## src/rtl/user_counter_ctrl.sv

```systemverilog
// -----------------------------------------------------------------------------
// user_counter_ctrl
//
// Control and arbitration front-end for the user-area counter datapath.
// Sequences the counter with a prescaler, arbitrates counter loads between the
// Wishbone LOAD register and the LA load port, raises a compare-match IRQ and
// drives the shared GPIO output enables.
//
// Build option:
//   USER_COUNTER_CTRL_DIGIT_EN  when defined, digit0_out is a registered hex
//                               7-segment decode of count_o[3:0]. When
//                               undefined, the digit outputs are tied off.
//
// Ports:
//   wb_clk_i, wb_rst_i    clock, synchronous active-high reset
//   wbs_*                 Wishbone slave (single-cycle registered ack)
//   la_load_req/val       LA load request (rising edge) and load value
//   count_o, count_oeb    counter value and active-low GPIO enables
//   digit_pol_in          7-seg polarity (1 = active-low segments)
//   digit0_out/oeb        7-seg pattern (gfedcba) and active-low enables
//   irq_o                 compare-match interrupt
//
// Wishbone handshake: an access is cyc & stb & base-address match while ack is
// low. ack is registered, rises on the cycle after the access and stays high
// for exactly one cycle; write side effects and read data are registered on
// the same edge that raises ack.
//
// Register map (word offsets): 0x00 CTRL {out_en, auto_reload, irq_en, down,
// en}, 0x04 PRESC, 0x08 LOAD (write also requests a load), 0x0C CMP,
// 0x10 STATUS {pending[17], match[16] W1C, count}.
// -----------------------------------------------------------------------------
module user_counter_ctrl #(
  parameter int          BITS      = 16,
  parameter logic [23:0] ADDR_BASE = 24'h300000
) (
  input  logic            wb_clk_i,
  input  logic            wb_rst_i,
  input  logic            wbs_cyc_i,
  input  logic            wbs_stb_i,
  input  logic            wbs_we_i,
  input  logic [3:0]      wbs_sel_i,
  input  logic [31:0]     wbs_adr_i,
  input  logic [31:0]     wbs_dat_i,
  output logic            wbs_ack_o,
  output logic [31:0]     wbs_dat_o,
  input  logic            la_load_req,
  input  logic [BITS-1:0] la_load_val,
  output logic [BITS-1:0] count_o,
  output logic [BITS-1:0] count_oeb,
  input  logic            digit_pol_in,
  output logic [6:0]      digit0_out,
  output logic [6:0]      digit0_oeb,
  output logic            irq_o
);

  localparam logic [BITS-1:0] CNT_MAX = '1;

  typedef enum logic [1:0] {
    ST_IDLE    = 2'd0,
    ST_LOAD_LA = 2'd1,
    ST_LOAD_WB = 2'd2
  } load_state_e;

  // Register state
  logic [4:0]      ctrl_q,    ctrl_d;
  logic [15:0]     presc_q,   presc_d;
  logic [BITS-1:0] load_q,    load_d;
  logic [BITS-1:0] cmp_q,     cmp_d;
  logic            match_q,   match_d;
  logic            pending_q, pending_d;
  load_state_e     state_q,   state_d;
  logic [BITS-1:0] la_val_q,  la_val_d;
  logic            la_req_q,  la_req_d;
  logic [15:0]     pcnt_q,    pcnt_d;
  logic [BITS-1:0] count_q,   count_d;
  logic            ack_q,     ack_d;
  logic [31:0]     dat_q,     dat_d;
  logic            irq_q,     irq_d;

  // Decode
  logic        access, wr, rd;
  logic [2:0]  reg_sel;
  logic [15:0] be_mask;
  logic        wb_load_req, la_edge;
  logic [31:0] rd_data;

  logic en, down, irq_en, auto_reload, out_en;
  assign en          = ctrl_q[0];
  assign down        = ctrl_q[1];
  assign irq_en      = ctrl_q[2];
  assign auto_reload = ctrl_q[3];
  assign out_en      = ctrl_q[4];

  always_comb begin
    access      = wbs_cyc_i & wbs_stb_i & (wbs_adr_i[31:8] == ADDR_BASE) & ~ack_q;
    reg_sel     = wbs_adr_i[4:2];
    wr          = access & wbs_we_i;
    rd          = access & ~wbs_we_i;
    be_mask     = {{8{wbs_sel_i[1]}}, {8{wbs_sel_i[0]}}};
    wb_load_req = wr & (reg_sel == 3'd2);
    la_edge     = la_load_req & ~la_req_q;
  end

  // Read mux: sampled in the access cycle, presented with ack.
  always_comb begin
    rd_data = '0;
    case (reg_sel)
      3'd0: rd_data[4:0]      = ctrl_q;
      3'd1: rd_data[15:0]     = presc_q;
      3'd2: rd_data[BITS-1:0] = load_q;
      3'd3: rd_data[BITS-1:0] = cmp_q;
      3'd4: begin
        rd_data[BITS-1:0] = count_q;
        rd_data[16]       = match_q;
        rd_data[17]       = pending_q;
      end
      default: rd_data = '0;
    endcase
  end

  // Register writes with byte enables
  always_comb begin
    ctrl_d  = ctrl_q;
    presc_d = presc_q;
    load_d  = load_q;
    cmp_d   = cmp_q;
    if (wr) begin
      case (reg_sel)
        3'd0: ctrl_d  = (ctrl_q & ~be_mask[4:0]) | (wbs_dat_i[4:0] & be_mask[4:0]);
        3'd1: presc_d = (presc_q & ~be_mask) | (wbs_dat_i[15:0] & be_mask);
        3'd2: load_d  = (load_q & ~be_mask[BITS-1:0]) |
                        (wbs_dat_i[BITS-1:0] & be_mask[BITS-1:0]);
        3'd3: cmp_d   = (cmp_q & ~be_mask[BITS-1:0]) |
                        (wbs_dat_i[BITS-1:0] & be_mask[BITS-1:0]);
        default: ;
      endcase
    end
  end

  // Load arbitration FSM. A state other than IDLE means "apply that source's
  // value to the counter this cycle". The WB value lives in the LOAD register,
  // so a later LOAD write naturally overwrites a pending one.
  always_comb begin
    state_d   = ST_IDLE;
    pending_d = pending_q;
    la_val_d  = la_edge ? la_load_val : la_val_q;
    la_req_d  = la_load_req;

    // pending stays visible until its load is actually applied
    if (state_q == ST_LOAD_WB) pending_d = 1'b0;

    if (la_edge) begin
      state_d = ST_LOAD_LA;
      if (wb_load_req) pending_d = 1'b1;
    end else if (wb_load_req) begin
      state_d = ST_LOAD_WB;
    end else if (pending_q && (state_q != ST_LOAD_WB)) begin
      state_d = ST_LOAD_WB;
    end
  end

  // Prescaler, step and load application
  logic tick, step, load_apply, w1c_match;
  always_comb begin
    count_d    = count_q;
    pcnt_d     = pcnt_q;
    step       = 1'b0;
    load_apply = (state_q != ST_IDLE);
    tick       = en & (pcnt_q == presc_q);

    if (load_apply) begin
      // a load beats a coincident tick; the prescaler restarts
      count_d = (state_q == ST_LOAD_LA) ? la_val_q : load_q;
      pcnt_d  = '0;
    end else if (en) begin
      if (tick) begin
        pcnt_d = '0;
        step   = 1'b1;
        if (down) begin
          if (count_q == '0) count_d = auto_reload ? load_q : CNT_MAX;
          else               count_d = count_q - 1'b1;
        end else begin
          if (count_q == CNT_MAX) count_d = auto_reload ? load_q : '0;
          else                    count_d = count_q + 1'b1;
        end
      end else begin
        pcnt_d = pcnt_q + 16'd1;
      end
    end

    // set has priority over a same-cycle W1C
    w1c_match = wr & (reg_sel == 3'd4) & wbs_sel_i[2] & wbs_dat_i[16];
    match_d   = match_q;
    if (w1c_match) match_d = 1'b0;
    if ((load_apply || step) && (count_d == cmp_q)) match_d = 1'b1;

    irq_d = match_q & irq_en;
    ack_d = access;
    dat_d = rd ? rd_data : 32'd0;
  end

  always_ff @(posedge wb_clk_i) begin
    if (wb_rst_i) begin
      ctrl_q    <= '0;
      presc_q   <= '0;
      load_q    <= '0;
      cmp_q     <= CNT_MAX;
      match_q   <= 1'b0;
      pending_q <= 1'b0;
      state_q   <= ST_IDLE;
      la_val_q  <= '0;
      la_req_q  <= 1'b0;
      pcnt_q    <= '0;
      count_q   <= '0;
      ack_q     <= 1'b0;
      dat_q     <= '0;
      irq_q     <= 1'b0;
    end else begin
      ctrl_q    <= ctrl_d;
      presc_q   <= presc_d;
      load_q    <= load_d;
      cmp_q     <= cmp_d;
      match_q   <= match_d;
      pending_q <= pending_d;
      state_q   <= state_d;
      la_val_q  <= la_val_d;
      la_req_q  <= la_req_d;
      pcnt_q    <= pcnt_d;
      count_q   <= count_d;
      ack_q     <= ack_d;
      dat_q     <= dat_d;
      irq_q     <= irq_d;
    end
  end

  assign wbs_ack_o = ack_q;
  assign wbs_dat_o = dat_q;
  assign count_o   = count_q;
  assign count_oeb = {BITS{~out_en}};
  assign irq_o     = irq_q;

`ifdef USER_COUNTER_CTRL_DIGIT_EN
  logic [6:0] digit_q, digit_d;
  logic [6:0] seg;

  always_comb begin
    case (count_q[3:0])
      4'h0: seg = 7'h3F;
      4'h1: seg = 7'h06;
      4'h2: seg = 7'h5B;
      4'h3: seg = 7'h4F;
      4'h4: seg = 7'h66;
      4'h5: seg = 7'h6D;
      4'h6: seg = 7'h7D;
      4'h7: seg = 7'h07;
      4'h8: seg = 7'h7F;
      4'h9: seg = 7'h6F;
      4'hA: seg = 7'h77;
      4'hB: seg = 7'h7C;
      4'hC: seg = 7'h39;
      4'hD: seg = 7'h5E;
      4'hE: seg = 7'h79;
      default: seg = 7'h71;
    endcase
    digit_d = seg ^ {7{digit_pol_in}};
  end

  always_ff @(posedge wb_clk_i) begin
    if (wb_rst_i) digit_q <= '0;
    else          digit_q <= digit_d;
  end

  assign digit0_out = digit_q;
  assign digit0_oeb = {7{~out_en}};

  logic unused_bits;
  assign unused_bits = ^{wbs_adr_i[7:5], wbs_adr_i[1:0], wbs_sel_i[3], wbs_dat_i[31:17]};
`else
  assign digit0_out = 7'h00;
  assign digit0_oeb = 7'h7F;

  logic unused_bits;
  assign unused_bits = ^{wbs_adr_i[7:5], wbs_adr_i[1:0], wbs_sel_i[3], wbs_dat_i[31:17],
                         digit_pol_in};
`endif

endmodule

```

## config.mk

```make
export PLATFORM = sky130hd
export DESIGN_NAME = user_counter_ctrl
export DESIGN_NICKNAME = d
export VERILOG_FILES = /design/src/rtl/user_counter_ctrl.sv
export SDC_FILE = /design/constraint.sdc
export NUM_CORES = 1
export LEC_CHECK = 0
export BUFFER_PORTS_ARGS = -buffer_cell sky130_fd_sc_hd__buf_2
export CAP_MARGIN = 20
export CORE_UTILIZATION = 55
export CTS_CLUSTER_DIAMETER = 40
export CTS_CLUSTER_SIZE = 16
export DETAILED_ROUTE_END_ITERATION = 8
export PLACE_DENSITY = 0.81
export SYNTH_ARGS = -nofsm -noshare
export SYNTH_HDL_FRONTEND = slang
export SYNTH_SLANG_ARGS = --single-unit
```

## constraint.sdc

```tcl
create_clock -name wb_clk_i -period 5.2 [get_ports wb_clk_i]
set_clock_uncertainty 0.15 [all_clocks]
set_input_delay 0.26 -clock wb_clk_i [delete_from_list [all_inputs] [get_ports wb_clk_i]]
set_output_delay 0.26 -clock wb_clk_i [all_outputs]
set_load 0.1 [all_outputs]
```

# Word level (Yosys, flattened, before mapping)
# Index checks and enable logic that the tools add are counted.
[totals]
output_inout_bits = 80
latchBits = 0
ram_bits = 0
reg_bits = 140
romBits = 0
mem_count = 0
[classes]
mul = 0
shift = 0
eq_ne = 11
mux = 23
order_cmp = 0
bitwise = 30
div_mod_pow = 0
addsub = 3
n_reduce_logical = 15
[ops]
columns = ["operator", "count"]
rows = [
  ["2-to-1 mux 16 bit", 10],
  ["bitwise AND 16 bit", 4],
  ["bitwise OR 16 bit", 3],
  ["case mux 11 bit (4 select lines)", 1],
  ["adder 16 x 1 -> 16 bit, second input constant", 2],
  ["equality test 16 bit", 2],
  ["case mux 5 bit (5 select lines)", 1],
  ["equality test 24 x 22 -> 1 bit, second input constant", 1],
  ["equality test 16 bit, second input constant", 1],
  ["zero test 16 bit", 1],
  ["inverter 16 bit", 1],
  ["subtractor 16 x 1 -> 16 bit, second input constant", 1],
  ["bitwise AND 1 bit", 12],
  ["bitwise AND 5 bit", 2],
  ["2-to-1 mux 1 bit", 9],
  ["AND reduction 2 bit", 4],
  ["equality test 3 x 2 -> 1 bit, second input constant", 2],
  ["inverter 1 bit", 6],
  ["OR reduction 2 bit", 3],
  ["inverter 5 bit", 1],
  ["bitwise OR 5 bit", 1],
  ["2-to-1 mux 2 bit", 2],
  ["nonzero test 2 bit", 2],
  ["equality test 3 x 1 -> 1 bit, second input constant", 1],
  ["8 further kinds", 9],
]

# Logic depth before layout (Yosys ltp)
# Gate-level depths: netlist of the first run.
[logic_depth]
ltp_word = 9
ltp_mapped = 12
depth_no_buf = 11

# Worst setup path after synthesis of the first run
# Ideal clock, no wire load.
[synth_path]
path_type = "register -> register"
start = "reg count_q[0] (netlist: count_o[0])"
end = "reg match_q"
setup_ns = 0.096
synth_period_minus_slack_ns = 3.500
path_slack_ns = 1.700
t_arrival_ns = 3.254
path_buffers = 1
path_stages_with_launch = 12
cell_sequence = "dfxtp_1 > clkbuf_1 > inv_1 > ha_1 > nor4b_4 > and3_1 > o311ai_0 > o21ai_1 > mux2_2 > a211oi_1 > o211ai_1 > o41ai_2"
[synth_between]
elab_chain_cells = 9
elab_cells_between_ends = 14
[synth_rtl]
columns = ["element", "line_no", "text"]
rows = [
  ["start, declared", "75", "logic [BITS-1:0] count_q, count_d;"],
  ["start signal, assigned", "229", "count_q <= count_d;"],
  ["adder 16 x 1 -> 16 bit (tied with other cells)", "184", "else count_d = count_q + 1'b1;"],
  ["2-to-1 mux 16 bit (on tied branches)", "183, 180", ""],
  ["2-to-1 mux 16 bit", "179", "if (down) begin"],
  ["2-to-1 mux 16 bit", "176", "if (tick) begin"],
  ["2-to-1 mux 16 bit *", "175", "end else if (en) begin"],
  ["2-to-1 mux 16 bit *", "171", "if (load_apply) begin"],
  ["equality test 16 bit *", "195", "if ((load_apply || step) && (count_d == cmp_q)) match_d = 1'b1;"],
  ["logical AND 1 bit *", "195", ""],
  ["2-to-1 mux 1 bit or nonzero test 2 bit (tied branches)", "--", ""],
  ["end signal, assigned", "223", "match_q <= match_d;"],
  ["end, declared", "69", "logic match_q, match_d;"],
]
# Mark *: on every way between the ends. The rest lies on a longest branch, timed or not.
# A chain may end at the register's enable or synchronous reset.

# Worst setup path after layout of the first run
# Ends and elaborated chain as after synthesis.

==> results of run 1 <==
[layer usage]
| layer | up-vias | wire [um] | share of wire |
|---|---|---|---|
| met3 | 100 | 3122 | 0.11 |
| li1 | 3618 | - | - |
| met5 | - | 0 | 0 |
| met1 | 3769 | 11210 | 0.41 |
| met4 | 0 | 1183 | 0.043 |
| met2 | 568 | 12110 | 0.44 |
[synthesized netlist by cell type (3+ instances only)]
| library cell | count | share of area |
|---|---|---|
| o2111ai_1 | 3 | 0.0034 |
| nor2b_1 | 21 | 0.017 |
| a21oi_1 | 43 | 0.028 |
| o21ai_0 | 26 | 0.017 |
| a31oi_1 | 6 | 0.0048 |
| a211oi_1 | 13 | 0.012 |
| o22ai_1 | 9 | 0.0072 |
| and3_1 | 14 | 0.011 |
| and2_1 | 6 | 0.0048 |
| or2_2 | 6 | 0.0048 |
| inv_1 | 22 | 0.011 |
| a22o_1 | 17 | 0.019 |
| clkbuf_1 | 43 | 0.021 |
| a32oi_1 | 3 | 0.0034 |
| nand4_1 | 19 | 0.015 |
| nor4b_1 | 3 | 0.0034 |
| nor3b_1 | 9 | 0.0086 |
| a211o_1 | 16 | 0.018 |
| dfxtp_1 | 126 | 0.32 |
| buf_4 | 45 | 0.043 |
| nor2_1 | 106 | 0.051 |
| xor2_1 | 26 | 0.029 |
| a221oi_1 | 11 | 0.012 |
| a22oi_1 | 26 | 0.025 |
| nor4_1 | 17 | 0.014 |
| o211ai_1 | 14 | 0.013 |
| nand2_1 | 67 | 0.032 |
| nand2b_1 | 5 | 0.0040 |
| ha_1 | 4 | 0.0064 |
| and4_1 | 8 | 0.0090 |
| buf_2 | 8 | 0.0051 |
| mux2_2 | 3 | 0.0043 |
| mux2i_1 | 56 | 0.072 |
| o221a_2 | 3 | 0.0043 |
| or3_1 | 8 | 0.0064 |
| nor3_1 | 27 | 0.017 |
| buf_6 | 10 | 0.014 |
| o31ai_1 | 4 | 0.0038 |
| a311oi_1 | 5 | 0.0056 |
| nand3_1 | 21 | 0.013 |
| xnor2_1 | 24 | 0.027 |
[worst max-delay path by stage]
| stage | startpoint | endpoint | cells past startpoint |
|---|---|---|---|
| final | count_o[0] | match_q | 9 |
| after global routing | count_o[0] | match_q | 9 |
| after CTS | count_o[0] | match_q | 10 |
| after detailed placement | count_o[0] | match_q | 10 |
| after global placement | count_o[0] | match_q | 10 |
| after floorplan | count_o[0] | match_q | 11 |
[per-stage QoR]
| stage | power [mW] | instances | cell area [um2] | hold slack (ns) | util |
|---|---|---|---|---|---|
| detailed placement | 1.409 | 1181 | 8184 | 0.3087 | 0.5896 |
| finish | 2.602 | 1249 | 9128 | 0.04667 | 0.6576 |
| global route | 2.675 | 1249 | 9128 | 0.07421 | 0.6576 |
| global placement | 1.407 | 1181 | 8184 | 0.3063 | 0.5896 |
| CTS | 2.587 | 1247 | 9112 | 0.02565 | 0.6565 |
| floorplan | 1.339 | 976 | 7918 | 0.2278 | - |
[kinds of logic after synthesis]
kind of cell,count (synthesis)
and+or+nand+nor,358
DFF,126
xor gates and xnor gates,50
AOI/OAI and AO/OA,221
buffers and inverters,130
adders and majority gates,4
other,2
muxes,59
[area by class of cell]
type | count | area [um2] | area share
Multi-Input combinational cell | 720 | 4659 | 0.5105
Sequential cell | 126 | 2522 | 0.2764
Timing Repair Buffer | 169 | 1056 | 0.1157
Clock buffer | 19 | 442.9 | 0.04853
Tap cell | 180 | 225.2 | 0.02467
Clock inverter | 12 | 135.1 | 0.01480
Inverter | 23 | 86.33 | 0.009459
[worst max-delay path, stage by stage (launching register included)]
cell and delay (ns):
dfxtp_1 0.76, ha_1 0.32, and3_1 0.35, nand3_1 0.25, nor2_1 0.34, nor2_1 0.07
a221oi_1 0.71, mux2i_1 0.26, o21ai_0 0.12, o41ai_2 0.27
[what timing repair did]
item	in CTS	in global routing
hold buffers	35	0
setup endpoints to repair	0	0
endpoints found under the hold margin	52	0
[report_power, final]
part / switching, mW / leakage (nW) / internal, mW
Clock: 0.460 / 0.272 / 0.717
Sequential: 0.0393 / 1.02 / 0.980
Combinational: 0.283 / 2.35 / 0.123
==> metrics.yaml, run 1 <==
clock_tree:
  clk_pin_slew_worst_paths_ns: 0.06
  ctsResizeCount: 0
  clk_latency_ns: 0.43
  cts_tree: "yes"
  cts_setup_buffers: 0
  clockRootBuffer: "clkbuf_16"
  htree_levels: 4
  clock_path_buffers: 2
  cts-buffers-inserted: 17
  cts_sinks: 126
worst_setup_path:
  critPathKind: "flop to flop"
  reg2reg_slack_ns: 1.50
  crit_required_ns: 5.38
  endpoint_kind: "flop"
  crit_fanout: 14
  worstSetupStartpointType: "flop"
  timing.rr.end: "match_q"
  r2r_start: "count_o[0]"
  reg2reg_depth: 9
  worstPathArrival_ns: 3.88
layout:
  final_cell_mix: "dfxtp_1 (126), buf_2 (120), nor2_1 (106)"
  area_growth_pct: 16.72
  fillCellCount: 1147
  nets: 1152
  final_common_cell: "dfxtp_1"
  drive_above_1_share: 0.1815
  n_antenna_cell: 0
global_routing:
  grtUsageMet3: 0.1015
  grt_pass1_wl_um: 41990
  use_met1: 0.5019
  grt_max_degree: 71
  overflow: 0
  grt_usage: 0.3826
  grt_pass1_vias: 7397
  antenna_found_initial: 0
  top_usage_layer: "met2"
  met2_usage: 0.5757
synthesis:
  syn_area_per_cell_um2: 8.232
  synth_top_family_by_area: "simple AND/OR/NAND/NOR gates"
  ys_seq_area_frac: 0.3226
  synth.mux.area_fraction: 0.07600
  syn_area_um2: 7820
  ys_ff_latch: 126
  synth_compound_area_frac: 0.2024
  synth_edf_count: 0
  netlist_instances: 950
  synth_cell_types: 77
  synth_xor_area_frac: 0.05600
  async_reset_ff_frac: 0
  synth-simple-area-share: 0.2403
  yosysWarnings: 0
  synth-adder-area-share: 0.006400
  ys.flop_type: "dfxtp_1"
timing:
  final.min_clock_period_ns: 3.699
  finalCritPeriodShare: 0.7114
  worst_slack_ns: 1.501
  clock.fmax_ghz: 0.2703
  tns_ns: 0
  setup_viol: 0
  slew_headroom: 0.2417
  finalMaxSlewViolations: 0
  finalHoldViolations: 0
  rsz0062_at_grt: "no"
  worst_pin_slew_ns: 1.131
placed_design:
  place.gp.congestion: 1.054
  post-place-ws_ns: 1.686
  dp_hpwl_um: 19020
  port_buffers: 120
floorplan:
  core-area_um2: 13880
  rows: 43
  die_area_um2: 14700
  die_w_um: 121.2
  pin_count: 171
  initial_utilization: 0.5634
  die_h_um: 121.2
detailed_routing:
  num_vias: 8055
  wl_per_cell_um: 22.12
  drc: 0
  ant_nets: 0
  via_per_inst: 6.449
  wirelength_um: 27630
  drtPass1Iterations: 6
  drtIter0Drc: 928
min_path:
  hold_depth: 4
  hp-class: "input pin to flop"
  min_to: "match_q"
  min-delay-start: "wbs_sel_i[2]"
power:
  powerDensity_nw_per_um2: 285.1
  p_leak_nw: 3.643
  vdd_ir_drop_max_mv: 0.3506
job:
  cap_viol_max_count: 0
run_status:
  status: "complete, no violations"
(Power assumes the default switching activity.)
==> run 2, diff against run 1 <==
clock period = 3.81 ns   (was 5.2 ns; I/O delays follow)
==> run 2 against run 1 <==
- core utilization is 1.9 points higher
- routed wire length is 2.5% higher
- largest power group unchanged
- final area is 2.9% higher
- fmax grew 7.9%
- first-iteration DRC count increased by 24%
- via count up 1.2%
- clock-buffer cell count is 1 higher
- global-route usage up 1.2 points
- worst setup slack got worse by 1.1 ns
- non-clock buffer count grew 28
- power is 41% higher
==> metrics.yaml, run 2 (synthesized netlist as in run 1, its figures left out) <==
floorplan:
  pin_count: 171  # unchanged
  core-area_um2: 13880  # unchanged
  die_h_um: 121.2  # unchanged
  die_area_um2: 14700  # unchanged
  initial_utilization: 0.5634  # unchanged
  rows: 43  # unchanged
  die_w_um: 121.2  # unchanged
power:
  p_leak_nw: 3.815  # +4.7%
  powerDensity_nw_per_um2: 391.1  # +37%
  vdd_ir_drop_max_mv: 0.4332  # +24%
global_routing:
  grt_max_degree: 71  # unchanged
  use_met1: 0.5051  # +0.003242
  top_usage_layer: "met2"
  grt_usage: 0.3946  # +0.01201
  antenna_found_initial: 0  # unchanged
  grt_pass1_wl_um: 42830  # +2.0%
  overflow: 0  # unchanged
  met2_usage: 0.6000  # +0.02429
  grtUsageMet3: 0.1198  # +0.01833
  grt_pass1_vias: 7373  # -0.32%
clock_tree:
  cts-buffers-inserted: 17  # unchanged
  clk_latency_ns: 0.43  # about the same
  cts_setup_buffers: 0  # unchanged
  clk_pin_slew_worst_paths_ns: 0.06  # about the same
  clock_path_buffers: 2  # unchanged
  ctsResizeCount: 0  # unchanged
  clockRootBuffer: "clkbuf_16"
  holdBufCountCts: 37  # +5.7%
  cts_sinks: 126  # unchanged
  cts_tree: "yes"
  htree_levels: 4  # unchanged
placed_design:
  place.gp.congestion: 1.025  # -2.8%
  dp_hpwl_um: 20020  # +5.2%
  port_buffers: 120  # unchanged
  dpl-instance-area_um2: 8387  # +2.5%
  post-place-ws_ns: 0.5649  # -1.121 ns
job:
  cap_viol_max_count: 0  # unchanged
worst_setup_path:
  endpoint_kind: "flop"
  worstPathArrival_ns: 3.61  # -0.27 ns
  cp_top_family: "compound AO/OA/AOI/OAI gates"
  slowest_stage: "dfxtp_1"
  crit_path_max_incr_delay_ns: 0.42  # -0.34 ns
  crit_fanout: 8  # -6
  crit_buf_inv: 1  # +1
  crit_required_ns: 3.99  # -1.39 ns
  worstSetupStartpointType: "flop"
  critPathKind: "flop to flop"
  reg2reg_slack_ns: 0.38  # -1.12 ns
  cp_cell_sequence: "inv_1 -> ha_1 -> nor4b_4 -> nand2_1 -> or3_1 -> o221a_2 -> a21oi_1 -> o211a_1 -> nand4_1 -> o41ai_2"
detailed_routing:
  wirelength_um: 28320  # +2.5%
  ant_nets: 0  # unchanged
  wl_per_cell_um: 22.16  # +0.20%
  drtPass1Iterations: 9  # +3
  num_vias: 8150  # +1.2%
  via_per_inst: 6.377  # -1.1%
  drtIter0Drc: 1154  # +24%
  drc: 0  # unchanged
timing:
  final.min_clock_period_ns: 3.429  # -0.2698 ns
  finalHoldViolations: 0  # unchanged
  worst_slack_ns: 0.3805  # -1.120 ns
  tns_ns: 0  # unchanged
  clock.fmax_ghz: 0.2916  # +7.9%
  rsz0062_at_grt: "no"
  finalMaxSlewViolations: 0  # unchanged
  fin_hold_ws_ns: 0.01017  # -0.03650 ns
  slew_headroom: 0.2680  # +0.02631
  finalCritPeriodShare: 0.9001  # +0.1887
  worst_pin_slew_ns: 1.092  # -0.03925 ns
  setup_viol: 0  # unchanged
layout:
  drive_above_1_share: 0.2005  # +0.01907
  final_common_cell: "dfxtp_1"
  area_growth_pct: 20.05
  nets: 1180  # +2.4%
  final_core_util: 0.6763  # +0.01875
  final_cell_mix: "dfxtp_1 (126), buf_2 (120), nor2_1 (106)"
  design_area_um2: 9388  # +2.9%
min_path:
  hp-class: "input pin to flop"
run_status:
  status: "complete, no violations"
[run 2: changes by cell type in the layout (fill, tap and decap cells not counted)]
| cell | previous run | this run |
|---|---|---|
| buf_4 | 14 | 40 |
| bufinv_16 | 2 | 4 |
| clkinv_2 | 2 | 4 |
| clkinvlp_4 | 4 | 2 |
| dlygate4sd3_1 | 35 | 37 |
| inv_6 | 3 | 1 |
| clkbuf_8 | 1 | 2 |
| clkinv_4 | 1 | 0 |
| diode_2 | 0 | 1 |
[run 2: layout make-up]
type / count / area (um2)
multi-input cells: 720 / 4659
fillers: 1120 / 4493
flip-flops and latches: 126 / 2522
repair buffers: 197 / 1271
clock buffers: 20 / 456.7
well taps: 180 / 225.2
clock inverters: 11 / 163.9
inverters: 23 / 86.33
diodes: 1 / 2.502
[run 2: path summary, 6_finish.rpt]
kind,depth (start not counted),endpoint,from
worst min register to register,1,la_val_q[10],la_val_q[10]
worst max-delay path,10,match_q,count_o[1]
worst max register to register,10,match_q,count_o[1]
worst min-delay path,4,wbs_ack_o,wbs_adr_i[28]
[run 2: metal layers]
metal | vias to the layer above | share of wire
met4 | 0 | 0.040
met5 | - | 0
li1 | 3676 | -
met1 | 3768 | 0.39
met2 | 608 | 0.44
met3 | 98 | 0.13
[run 2: worst min-delay path: cells and delay by family]
kind | cells | cell delay [ns]
buf+inv | 1 | 0.09
simple gates | 3 | 0.25
[run 2: through the flow]
| stage | instances | total power [mW] |
|---|---|---|
| floorplan | 976 | 1.827 |
| global placement | 1208 | 1.933 |
| detailed placement | 1208 | 1.934 |
| CTS | 1276 | 3.648 |
| global route | 1277 | 3.772 |
| finish | 1278 | 3.672 |
[run 2: where the power goes]
| part | internal [mW] | switching (mW) | total (mW) |
|---|---|---|---|
| Clock | 1.12 | 0.593 | 1.71 |
| Sequential | 1.34 | 0.0377 | 1.38 |
| Combinational | 0.177 | 0.405 | 0.582 |
